===== config.mk =====
export PLATFORM = sky130hd
export DESIGN_NAME = regfile_seq
export DESIGN_NICKNAME = d
export VERILOG_FILES = /design/src/rtl/regfile_seq_pkg.sv /design/src/rtl/regfile_seq_pick.sv /design/src/rtl/regfile_seq.sv
export SDC_FILE = /design/constraint.sdc
export NUM_CORES = 1
export LEC_CHECK = 0
export ABC_AREA = 1
export CAP_MARGIN = 20
export CORE_AREA = 2 2 254 256
export CTS_BUF_LIST = sky130_fd_sc_hd__clkbuf_4 sky130_fd_sc_hd__clkbuf_8 sky130_fd_sc_hd__clkbuf_16
export DETAILED_ROUTE_END_ITERATION = 8
export DIE_AREA = 0 0 256 258
export PLACE_DENSITY = 0.5
export SETUP_SLACK_MARGIN = 0.2
export SYNTH_ARGS = -nofsm -noshare
export SYNTH_HDL_FRONTEND = slang
export SYNTH_HIERARCHICAL = 1
export SYNTH_SLANG_ARGS = --single-unit

===== constraint.sdc =====
create_clock -name clk -period 1.9 [get_ports clk]
set_clock_uncertainty 0.2 [all_clocks]
set_input_delay 0.38 -clock clk [delete_from_list [all_inputs] [get_ports clk]]
set_output_delay 0.38 -clock clk [all_outputs]
set_load 0.02 [all_outputs]

===== src/rtl/regfile_seq_pkg.sv =====
// Shared types and constants for the register-file request sequencer.
package regfile_seq_pkg;

  localparam int DATA_W_DEF = 64;
  localparam int ADDR_W_DEF = 5;
  localparam int NUM_RD     = 4;
  localparam int NUM_WR     = 2;

  typedef enum logic [1:0] {
    ST_IDLE  = 2'd0,
    ST_READ  = 2'd1,
    ST_WRITE = 2'd2,
    ST_RESP  = 2'd3
  } state_e;

endpackage


===== src/rtl/regfile_seq_pick.sv =====
// Lowest-set-bit picker: one-hot select and binary index of the lowest
// pending read port. Index is 0 when the mask is empty.
module regfile_seq_pick
  import regfile_seq_pkg::*;
(
  input  logic [NUM_RD-1:0] mask_i,
  output logic [NUM_RD-1:0] onehot_o,
  output logic [1:0]        idx_o
);

  // Isolate the lowest set bit; scan downwards so the lowest bit wins the index.
  always_comb begin
    onehot_o = mask_i & (~mask_i + NUM_RD'(1));
    idx_o    = 2'd0;
    for (int i = NUM_RD - 1; i >= 0; i--) begin
      if (mask_i[i]) idx_o = 2'(i);
    end
  end

endmodule


===== src/rtl/regfile_seq.sv =====
// Request sequencer for the 4-read/2-write register file.
// Reads are issued one per cycle on the shared rf_out, then both writes
// in a single cycle, then the collected data is returned as one response.
// Optional feature: define REGFILE_SEQ_FWD_EN to forward same-request
// write data into the read results.
module regfile_seq
  import regfile_seq_pkg::*;
#(
  parameter int DATA_W = DATA_W_DEF,
  parameter int ADDR_W = ADDR_W_DEF
) (
  input  logic              clk,
  input  logic              rst,
  input  logic              req_valid,
  output logic              req_ready,
  input  logic [3:0]        req_rd_en,
  input  logic [1:0]        req_wr_en,
  input  logic [ADDR_W-1:0] req_rd_addr1,
  input  logic [ADDR_W-1:0] req_rd_addr2,
  input  logic [ADDR_W-1:0] req_rd_addr3,
  input  logic [ADDR_W-1:0] req_rd_addr4,
  input  logic [ADDR_W-1:0] req_wr_addr1,
  input  logic [ADDR_W-1:0] req_wr_addr2,
  input  logic [DATA_W-1:0] req_wdata1,
  input  logic [DATA_W-1:0] req_wdata2,
  output logic [3:0]        rf_read,
  output logic [1:0]        rf_write,
  output logic [ADDR_W-1:0] rf_read_port_1,
  output logic [ADDR_W-1:0] rf_read_port_2,
  output logic [ADDR_W-1:0] rf_read_port_3,
  output logic [ADDR_W-1:0] rf_read_port_4,
  output logic [ADDR_W-1:0] rf_write_port_1,
  output logic [ADDR_W-1:0] rf_write_port_2,
  output logic [DATA_W-1:0] rf_in1,
  output logic [DATA_W-1:0] rf_in2,
  input  logic [DATA_W-1:0] rf_out,
  output logic              rsp_valid,
  input  logic              rsp_ready,
  output logic [3:0]        rsp_mask,
  output logic [DATA_W-1:0] rsp_data1,
  output logic [DATA_W-1:0] rsp_data2,
  output logic [DATA_W-1:0] rsp_data3,
  output logic [DATA_W-1:0] rsp_data4
);

  state_e                           state_q, state_d;
  logic [NUM_RD-1:0]                pend_q, pend_d;
  logic [NUM_RD-1:0]                mask_q;
  logic [NUM_WR-1:0]                wr_en_q;
  logic [NUM_RD-1:0][ADDR_W-1:0]    rd_addr_q;
  logic [NUM_WR-1:0][ADDR_W-1:0]    wr_addr_q;
  logic [NUM_WR-1:0][DATA_W-1:0]    wdata_q;
  logic [NUM_RD-1:0][DATA_W-1:0]    rdata_q;

  logic [NUM_RD-1:0] pick_oh;
  logic [1:0]        pick_idx;
  logic              accept;
  logic [NUM_WR-1:0] wr_issue;
  logic [DATA_W-1:0] cap_data;

  regfile_seq_pick u_pick (
    .mask_i   (pend_q),
    .onehot_o (pick_oh),
    .idx_o    (pick_idx)
  );

  assign req_ready = (state_q == ST_IDLE) && !rst;
  assign accept    = req_valid && req_ready;

  // Same-address double write collapses to write 2 alone, so the later
  // write deterministically wins regardless of the file's port priority.
  assign wr_issue = ((wr_en_q == 2'b11) && (wr_addr_q[0] == wr_addr_q[1])) ?
                    2'b10 : wr_en_q;

`ifdef REGFILE_SEQ_FWD_EN
  // Read capture value: a matching enabled write of this request overrides
  // rf_out, with write 2 taking priority over write 1.
  always_comb begin
    cap_data = rf_out;
    if (wr_en_q[0] && (rd_addr_q[pick_idx] == wr_addr_q[0])) cap_data = wdata_q[0];
    if (wr_en_q[1] && (rd_addr_q[pick_idx] == wr_addr_q[1])) cap_data = wdata_q[1];
  end
`else
  // Read capture value: reads always see the file's pre-write contents.
  always_comb begin
    cap_data = rf_out;
  end
`endif

  // Next-state and handshake/port outputs.
  always_comb begin
    state_d   = state_q;
    pend_d    = pend_q;
    rf_read   = '0;
    rf_write  = '0;
    rsp_valid = 1'b0;
    case (state_q)
      ST_IDLE: begin
        if (accept) begin
          pend_d = req_rd_en;
          if (|req_rd_en)      state_d = ST_READ;
          else if (|req_wr_en) state_d = ST_WRITE;
          else                 state_d = ST_RESP;
        end
      end
      ST_READ: begin
        rf_read = pick_oh;
        pend_d  = pend_q & ~pick_oh;
        if (pend_d == '0) state_d = (|wr_en_q) ? ST_WRITE : ST_RESP;
      end
      ST_WRITE: begin
        rf_write = wr_issue;
        state_d  = ST_RESP;
      end
      ST_RESP: begin
        rsp_valid = 1'b1;
        if (rsp_ready) state_d = ST_IDLE;
      end
      default: state_d = ST_IDLE;
    endcase
  end

  // State, request latch and read-data capture; reset drops any pending work.
  always_ff @(posedge clk) begin
    if (rst) begin
      state_q   <= ST_IDLE;
      pend_q    <= '0;
      mask_q    <= '0;
      wr_en_q   <= '0;
      rd_addr_q <= '0;
      wr_addr_q <= '0;
      wdata_q   <= '0;
      rdata_q   <= '0;
    end else begin
      state_q <= state_d;
      pend_q  <= pend_d;
      if (accept) begin
        mask_q    <= req_rd_en;
        wr_en_q   <= req_wr_en;
        rd_addr_q <= {req_rd_addr4, req_rd_addr3, req_rd_addr2, req_rd_addr1};
        wr_addr_q <= {req_wr_addr2, req_wr_addr1};
        wdata_q   <= {req_wdata2, req_wdata1};
        rdata_q   <= '0;
      end else if (state_q == ST_READ) begin
        rdata_q[pick_idx] <= cap_data;
      end
    end
  end

  assign rf_read_port_1  = rd_addr_q[0];
  assign rf_read_port_2  = rd_addr_q[1];
  assign rf_read_port_3  = rd_addr_q[2];
  assign rf_read_port_4  = rd_addr_q[3];
  assign rf_write_port_1 = wr_addr_q[0];
  assign rf_write_port_2 = wr_addr_q[1];
  assign rf_in1          = wdata_q[0];
  assign rf_in2          = wdata_q[1];
  assign rsp_mask        = mask_q;
  assign rsp_data1       = rdata_q[0];
  assign rsp_data2       = rdata_q[1];
  assign rsp_data3       = rdata_q[2];
  assign rsp_data4       = rdata_q[3];

endmodule


==> results of run 1 <==
synth_stat cells, types with 2 or more instances:
cell | instances | share of area
dfxtp_1 | 426 | 0.60
buf_2 | 82 | 0.029
o21ai_1 | 71 | 0.025
inv_1 | 100 | 0.026
clkbuf_1 | 38 | 0.010
o21ai_0 | 207 | 0.073
ha_1 | 5 | 0.0044
nand3_1 | 13 | 0.0046
buf_4 | 6 | 0.0032
a21oi_1 | 259 | 0.091
nand2_1 | 32 | 0.0084
clkbuf_2 | 5 | 0.0018
a32o_1 | 154 | 0.11
buf_6 | 7 | 0.0055
buf_1 | 2 | 0.00053
nor2_1 | 25 | 0.0066
registers in the layout (all words and copies together) (netlist names):
name	cells
rf_in1	64
rf_in2	64
rsp_data1	64
rsp_data2	64
rsp_data3	64
rsp_data4	64
rf_read_port_1	5
rf_read_port_2	5
rf_read_port_3	5
rf_read_port_4	5
rf_write_port_1	5
rf_write_port_2	5
pend_q	4
rsp_mask	4
state_q	2
wr_en_q	2
power groups by stage:
stage	clock network [mW]	logic [mW]	registers (mW)
floorplan	0	3.72	12.9
global placement	0	10.8	11.3
detailed placement	0	10.9	11.3
CTS	9.71	12.3	11.3
global route	10.0	16.9	11.8
finish	9.46	16.1	11.6
layout make-up:
type                       count  area, sq um
fill                        6073        35700
antenna                        3         7.51
tap                          855         1070
clock inverter                 9         97.6
multi-input combinational    774         6190
timing repair inverter         1         7.51
clock buffer                  73         1500
sequential                   426         8770
inverter                     101          395
timing repair buffer         881         9900
what timing repair did:
item / in CTS / in global routing
gates resized for setup: 2343 / 773
setup buffers: 32 / 41
setup endpoints to repair: 852 / 587
pin swaps: 18 / 28
hold endpoints to repair: 0 / 0
cloned: 23 / 56
cell families (layout without fill, tap and decap cells):
family | count (synthesis) | after routing
AOI/OAI and AO/OA | 693 | 693
xor gates and xnor gates | 1 | 1
adders and majority gates | 5 | 5
buffers and inverters | 241 | 1065
DFF | 426 | 426
other | 0 | 3
and+or+nand+nor | 75 | 75
worst min path at each step:
stage | startpoint | to | slack, ps | cells after the start
after floorplan | wr_en_q[0] | wr_en_q[0] | 270 | 2
after global placement | rf_in1[36] | rf_in1[36] | 250 | 1
after detailed placement | rf_in2[59] | rf_in2[59] | 250 | 1
after CTS | req_valid | pend_q[3] | 80 | 6
after global routing | req_wr_addr2[1] | rf_write_port_2[1] | 130 | 3
final | req_valid | pend_q[3] | 140 | 6
tightest hold or removal path: stages:
cell and delay, ps:
buf_4 180, nand2_8 80, o21ai_4 70, inv_2 50, nor2_1 80, nor2_1 50
per-layer routing:
| metal | GRT usage | vias to the layer above | wire length (um) |
|---|---|---|---|
| met3 | 0.0619 | 130 | 5470 |
| li1 | - | 6866 | - |
| met5 | 0 | - | 23 |
| met2 | 0.309 | 581 | 34400 |
| met1 | 0.218 | 7288 | 28400 |
| met4 | 0.0612 | 4 | 2450 |
==> impl_metrics.tcl, run 1 <==
set metrics [dict create \
    start_kind "flop" \
    hpwlAfterDp_um 42700 \
    clkLatencyLatePin_ps 590 \
    rsz0062_at_grt "yes" \
    dp.cells 2886 \
    cp.arrival_ps 1610 \
    synthArstFlopShare 0 \
    synthMuxAreaShare 0 \
    dieArea_sq_um 66000 \
    syn_avg_cell_area_sq_um 9.89 \
    seqPwrFrac 0.312 \
    cp.required_ps 1320 \
    switchingPower_mw 13.2 \
    drtIter0Drc 915 \
    grt_usage 0.183 \
    cts.sink_count 426 \
    firstDrtPassIters 8 \
    clk_pin_slew_worst_paths_ps 60 \
    fin_area_sq_um 27900 \
    crit_end "rf_read[2]" \
    violations "setup timing" \
    p_sw_frac 0.356 \
    p_comb_frac 0.433 \
    ctsHtreeMaxLevel 2 \
    worstReg2RegEnd "rf_write_port_1[2]" \
    setup_ws_ps -291 \
    cts_tree "done" \
    ctsHoldBuffers 0 \
    grt_pass1_vias 13800 \
    drt.antenna.violating_nets 0 \
    ys_seq_area_frac 0.598 \
    cpLargestDelayFamily "buffers and inverters" \
    power.leakage_nw 11.5 \
    cp_slowest_cell "dfxtp_2" \
    period_minus_slack_ps 2190 \
    die_w_um 256 \
    layout_common_cells "buf_4 (268), dfxtp_1 (261), o21ai_2 (233)" \
    p_int_mw 23.9 \
    outcome "finished with violations" \
    crit_path_frequent_cell "buf_6" \
    clock-root-buffer "clkbuf_16" \
    holdWs_ps 143 \
    total_power_mw 37.1 \
    fmax_mhz 456 \
    initial_utilization 0.224 \
    grt-ovfl-total 0 \
    clock_power_share 0.255 \
    die_h_um 258 \
    wl_per_cell_um 22.7 \
    nNetsFinal 2472 \
    r2r_slack_ps -190 \
    min_period_over_period 1.15 \
    syn-cell-area_sq_um 14300 \
    synth_top_family_by_area "compound AO/OA/AOI/OAI gates" \
    synth-simple-area-share 0.0226 \
    synth_xor_area_frac 0.000614 \
    crit_type "flop to output pin" \
    hold_viol 0 \
    path_depth 7 \
    layout-drive-gt1-share 0.557 \
    io_pins 658 \
    hold_path_class "input port to flop" \
    area_delta_synth_final_pct 96.0 \
    drcViolationCount 0 \
    synth-edff-count 0 \
    worstSetupEndpointType "output pin" \
    yosysWarnings 6 \
    synth_compound_area_frac 0.298 \
    power_density_nw_per_um2 1330 \
    gp_congestion 0.843 \
    crit_chain "inv_2 -> buf_6 -> ha_4 -> buf_6 -> nand2_4 -> inv_4 -> buf_12" \
    ys_types 25 \
    r2r_cells 10 \
    final_core_util 0.439 \
    drv_slew 0 \
    final_common_cell "buf_4" \
    relSlewSlack 0.356 \
    tns_ps -41650 \
    cp_max_fo 6 \
    clock_path_buffers 3 \
    core_area_sq_um 63600 \
    grt_pass1_wl_um 92300 \
    critPathMaxStageDelay_ps 340 \
    row_count 93 \
    ir_drop_v 0.000750 \
    synthCells 1441 \
    num_vias 14900 \
    critPathBufInv 5 \
    synth_seq_cells 426 \
    dp_slack_ps -424 \
    grt_max_degree 84 \
    ys.flop_type "dfxtp_1" \
    portBuffers 657 \
    r2r_start "state_q[0]" \
    place_area_sq_um 22200 \
    max_slew.worst_pin.slew_ps 965 \
    fin_cells 3123 \
    avgViaCountPerCell 4.76 \
    setup_viol 404 \
    synth.net_count 1678 \
    cts_buffers 50 \
    antenna_found_initial 3 \
    max-cap-violations 0 \
    crit_start "state_q[1]" \
    wl_um 70800 \
    synth-adder-area-share 0.00439 \
]
(Power assumes the default switching activity.)
==> run 2, diff against run 1 <==
--- a/config.mk
+++ b/config.mk
@@ -5,7 +5,6 @@
 export SDC_FILE = /design/constraint.sdc
 export NUM_CORES = 1
 export LEC_CHECK = 0
-export ABC_AREA = 1
 export CAP_MARGIN = 20
 export CORE_AREA = 2 2 254 256
 export CTS_BUF_LIST = sky130_fd_sc_hd__clkbuf_4 sky130_fd_sc_hd__clkbuf_8 sky130_fd_sc_hd__clkbuf_16
==> impl_metrics.tcl, run 2 <==
set metrics [dict create \
    outcome "finished with violations" \
    violations "setup timing" \
    synth_top_cell_area_share 0.598 \
    cp.arrival_ps 2520 \
    ir_drop_v 0.000677 \
    gp_congestion 0.859 \
    cp_slowest_cell "dfxtp_2" \
    ys_types 43 \
    power_density_nw_per_um2 1200 \
    synth_area_leaders "dfxtp_1 (60%), nand2_1 (14%), a22o_1 (10%), a21oi_1 (9.2%), clkbuf_1 (2.4%)" \
    hpwlAfterDp_um 44100 \
    cts.sink_count 426 \
    row_count 93 \
    io_pins 658 \
    r2r_start "state_q[1]" \
    layout-drive-gt1-share 0.463 \
    crit_path_frequent_cell "buf_6" \
    worstHoldStart "req_wdata2[33]" \
    worstSetupEndpointType "flop" \
    total_power_mw 32.0 \
    cts_buffers 49 \
    seqPwrFrac 0.332 \
    crit_type "flop to flop" \
    yosysWarnings 6 \
    fmax_mhz 440 \
    synth_top_cell_by_area "dfxtp_1" \
    num_vias 14700 \
    drt.antenna.violating_nets 0 \
    core_area_sq_um 63600 \
    layout_common_cells "nand2_1 (367), dfxtp_1 (354), buf_4 (294)" \
    synth_commonest_cells "nand2_1 (516), dfxtp_1 (426), a21oi_1 (262)" \
    synthCells 1564 \
    nNetsFinal 2586 \
    fillerInstances 6242 \
    rsz0062_at_grt "yes" \
    antenna_found_initial 2 \
    wl_per_cell_um 20.8 \
    cp_max_fo 8 \
    cp.required_ps 2140 \
    final_common_cell "nand2_1" \
    syn-cell-area_sq_um 14300 \
    die_w_um 256 \
    ys.flop_type "dfxtp_1" \
    hold_viol 0 \
    synth_seq_cells 426 \
    dieArea_sq_um 66000 \
    synth-edff-count 0 \
    synthArstFlopShare 0 \
    setup_viol 372 \
    switchingPower_mw 10.7 \
    clock_path_buffers 3 \
    hold_path_class "input port to flop" \
    holdWs_ps 197 \
    start_kind "flop" \
    min_period_over_period 1.20 \
    critPathMaxStageDelay_ps 340 \
    drtIter0Drc 768 \
    max_slew.worst_pin.slew_ps 534 \
    grt-ovfl-total 0 \
    area_delta_synth_final_pct 87.2 \
    synth.most_common_cell "nand2_1" \
    r2r_cells 13 \
    p_comb_frac 0.361 \
    clock_power_share 0.307 \
    grt_pass1_wl_um 92100 \
    ys_seq_area_frac 0.598 \
    initial_utilization 0.224 \
    clk_pin_slew_worst_paths_ps 60 \
    worstHoldEndpoint "rf_in2[33]" \
    wl_um 67400 \
    r2r_slack_ps -370 \
    relSlewSlack 0.643 \
    p_int_mw 21.3 \
    setup_ws_ps -372 \
    synth.net_count 1801 \
    firstDrtPassIters 4 \
    grt_usage 0.180 \
    worstReg2RegEnd "rsp_data4[55]" \
    clkLatencyLatePin_ps 580 \
    grt_pass1_vias 14100 \
    p_sw_frac 0.334 \
    ctsHtreeMaxLevel 2 \
    ctsHoldBuffers 0 \
    drv_slew 0 \
    syn_avg_cell_area_sq_um 9.12 \
    max-cap-violations 0 \
    die_h_um 258 \
    portBuffers 657 \
    grt_max_degree 69 \
    avgViaCountPerCell 4.54 \
    whs_path_depth 2 \
    cts_tree "done" \
    clock-root-buffer "clkbuf_16" \
    period_minus_slack_ps 2270 \
    crit_chain "inv_2 -> ha_4 -> buf_12 -> buf_6 -> buf_8 -> buf_6 -> buf_4 -> buf_6 -> and3_4 -> buf_12 -> clkbuf_16 -> nand2_4 -> a21oi_2" \
    power.leakage_nw 11.3 \
    drcViolationCount 0 \
]
==> run 2: cell count changes in the layout (fill, tap and decap cells not counted), moves of 93 or more <==
| cell | previous run | this run |
|---|---|---|
| nand2_1 | 21 | 367 |
| dfxtp_1 | 261 | 354 |
| nand2_4 | 2 | 112 |
| a22o_1 | 0 | 165 |
| a32o_1 | 154 | 0 |
| o21ai_2 | 233 | 0 |
==> run 2: worst max-delay path by stage <==
stage,cells after the start,startpoint,endpoint,slack [ps]
finish,13,state_q[1],rsp_data4[55],-370
global route,12,state_q[1],rsp_data1[44],-450
CTS,6,state_q[1],rf_read[0],-430
detailed placement,5,rst,state_q[0],-300
global placement,5,rst,state_q[0],-350
floorplan,6,pend_q[2],state_q[0],-100
==> run 2: layout make-up <==
cell class / instances / area [sq um] / area share
flip-flops and latches: 426 / 8630 / 0.323
repair buffers: 857 / 8460 / 0.317
multi-input cells: 1010 / 6830 / 0.256
clock buffers: 65 / 1400 / 0.0525
well taps: 855 / 1070 / 0.0401
clock inverters: 22 / 279 / 0.0105
inverters: 5 / 23.8 / 0.000891
diodes: 2 / 5.00 / 0.000187
==> run 2: critical path: cells and delay by family (launching register included) <==
family | cells | cell delay, ps
AOI/OAI and AO/OA | 1 | 50
adders and majority gates | 1 | 170
buffers and inverters | 9 | 1120
DFF | 1 | 340
and+or+nand+nor | 2 | 240
==> run 2: layer usage <==
| metal | up-vias | part of all wire | track usage |
|---|---|---|---|
| met2 | 470 | 0.51 | 0.326 |
| li1 | 6890 | - | - |
| met1 | 7278 | 0.41 | 0.210 |
| met5 | - | 0 | 0 |
| met3 | 82 | 0.060 | 0.0485 |
| met4 | 0 | 0.018 | 0.0439 |
==> run 2: power by group through the flow <==
stage / registers (mW) / clock network (mW) / logic, mW
after floorplan: 11.8 / 0 / 3.21
after detailed placement: 10.7 / 0 / 9.02
after global routing: 10.7 / 10.4 / 12.2
final: 10.6 / 9.82 / 11.6
after global placement: 10.7 / 0 / 8.96
after CTS: 10.6 / 10.1 / 9.92
==> run 2: kinds of logic after synthesis <==
logic type,share of synthesized area
compound gates,0.199
xor+xnor,0.00307
fa+ha+maj,0.00439
buf+inv,0.0374
flops,0.598
mux,0.00360
simple gates,0.154
==> run 2: timing repair <==
action                                   CTS  global route
endpoints found under the hold margin      0             0
resized for setup                       2284           419
buffers inserted                          18            19
pin swaps                                 15           114
gates cloned                              10            28
endpoints found under the setup margin   852           661
==> run 2: per-stage QoR <==
stage               setup WS (ps)  cells  utilization  TNS (ps)  cell area [sq um]
finish                       -372   3242        0.419    -69080              26700
CTS                          -426   3193        0.382    -53950              24300
floorplan                   -99.0   1564            -     -99.0              14400
detailed placement           -297   3078        0.360    -94910              22900
global route                 -450   3242        0.419    -98780              26700
global placement             -346   3078        0.360    -86330              22900
==> run 3, diff against run 2 <==
--- a/config.mk
+++ b/config.mk
@@ -6,12 +6,13 @@
 export NUM_CORES = 1
 export LEC_CHECK = 0
 export CAP_MARGIN = 20
-export CORE_AREA = 2 2 254 256
+export CORE_AREA = 2 2 253 255
 export CTS_BUF_LIST = sky130_fd_sc_hd__clkbuf_4 sky130_fd_sc_hd__clkbuf_8 sky130_fd_sc_hd__clkbuf_16
 export DETAILED_ROUTE_END_ITERATION = 8
-export DIE_AREA = 0 0 256 258
+export DIE_AREA = 0 0 255 257
 export PLACE_DENSITY = 0.5
 export SETUP_SLACK_MARGIN = 0.2
+export SKIP_CTS_REPAIR_TIMING = 1
 export SYNTH_ARGS = -nofsm -noshare
 export SYNTH_HDL_FRONTEND = slang
 export SYNTH_HIERARCHICAL = 1
==> constraint.sdc (replaced) <==
create_clock -name clk -period 2.8 [get_ports clk]
set_clock_uncertainty 0.2 [all_clocks]
set_input_delay 0.56 -clock clk [delete_from_list [all_inputs] [get_ports clk]]
set_output_delay 0.56 -clock clk [all_outputs]
set_load 0.02 [all_outputs]
==> impl_metrics.tcl, run 3 (synthesized netlist as in run 2, its figures left out) <==
set metrics [dict create \
    clk_pin_slew_worst_paths_ps 60 \
    max-cap-violations 0 \
    gp_congestion 0.843 \
    hpwlAfterDp_um 43200 \
    crit_type "flop to output pin" \
    period_minus_slack_ps 2540 \
    cp.required_ps 2040 \
    num_vias 13700 \
    io_pins 658 \
    grt-ovfl-total 0 \
    grt_pass1_wl_um 86900 \
    grt_pass1_vias 13200 \
    cts.sink_count 426 \
    fillerInstances 6270 \
    fmax_mhz 393 \
    clkLatencyLatePin_ps 570 \
    power_density_nw_per_um2 817 \
    fin_area_sq_um 23800 \
    power.leakage_nw 8.40 \
    cts_buffers 49 \
    dieArea_sq_um 65500 \
    die_h_um 257 \
    cp.arrival_ps 1780 \
    portBuffers 657 \
    worstSetupEndpointType "output pin" \
    layout-drive-gt1-share 0.0737 \
    core_area_sq_um 62700 \
    ctsHtreeMaxLevel 2 \
    clock_path_buffers 3 \
    hold_path_class "flop to flop" \
    cts_tree "done" \
    drtIter0Drc 670 \
    die_w_um 255 \
    antenna_found_initial 5 \
    nNetsFinal 2436 \
    wl_um 59800 \
    start_kind "flop" \
    final_common_cell "clkdlybuf4s50_1" \
    total_power_mw 19.5 \
    min_period_over_period 0.908 \
    layout_common_cells "clkdlybuf4s50_1 (649), nand2_1 (515), dfxtp_1 (426)" \
    rsz0062_at_grt "yes" \
    place_area_sq_um 22100 \
    ir_drop_v 0.000434 \
    outcome "complete, no violations" \
    drcViolationCount 0 \
    grt_max_degree 88 \
    wl_per_cell_um 19.4 \
    row_count 92 \
    drt.antenna.violating_nets 0 \
    area_delta_synth_final_pct 67.0 \
    fin_cells 3089 \
    grt_usage 0.174 \
    drv_slew 0 \
    relSlewSlack 0.426 \
    avgViaCountPerCell 4.43 \
    firstDrtPassIters 5 \
    initial_utilization 0.227 \
    setup_viol 0 \
    cp_max_fo 6 \
    clock-root-buffer "clkbuf_16" \
    max_slew.worst_pin.slew_ps 860 \
    dp.cells 2994 \
    final_core_util 0.380 \
    hold_viol 0 \
]
run 3: cell count changes in the layout (fill, tap and decap cells not counted), sizes merged:
| cell | change |
|---|---|
| diode | +3 |
| clkbuf | -10 |
| clkdlybuf4s50 | +418 |
| dlymetal6s2s | +5 |
| bufbuf | -1 |
| clkinv | -10 |
| inv | +3 |
| bufinv | -1 |
| buf | -550 |
| or2 | -1 |
run 3: power by group:
group	internal, mW	total (mW)	switching (mW)
combinational	2.39	5.54	3.14
clock	4.10	6.74	2.63
sequential	6.75	7.18	0.431
total	13.2	19.5	6.21
run 3: path summary, 6_finish.rpt:
check	from	endpoint	slack [ps]	depth (start not counted)
max	state_q[1]	req_ready	260	4
min	rsp_data3[30]	rsp_data3[30]	250	2
max reg2reg	state_q[1]	rsp_data2[36]	410	8
min reg2reg	rsp_data3[30]	rsp_data3[30]	250	2
run 3: routing by layer:
metal,routed length (um),global-route usage,vias up
met1,23300,0.201,6589
met2,30000,0.301,412
met5,0,0,-
met3,3970,0.0434,118
li1,-,-,6579
met4,2520,0.0804,0
run 3: metrics by stage:
step                      TNS [ps]  setup WS, ps  hold slack, ps
after floorplan                  0           772             265
after global placement           0           169             241
after detailed placement         0           169             245
after CTS                    -1480          -288             253
after global routing             0           130             266
final                            0           257             251
run 3: cell type report:
cell class                 count  area [sq um]  area share
multi-input combinational   1009          5260       0.221
antenna                        5          12.5    0.000525
tap                          846          1060      0.0445
sequential                   426          8530       0.358
inverter                       5          18.8    0.000788
timing repair buffer         708          7220       0.303
clock buffer                  76          1520      0.0637
clock inverter                14           196     0.00825
run 3: critical path: stages (launching register included):
cell,delay [ps]
dfxtp_1,330
inv_1,120
ha_2,290
nor2b_1,220
dlymetal6s2s_1,260
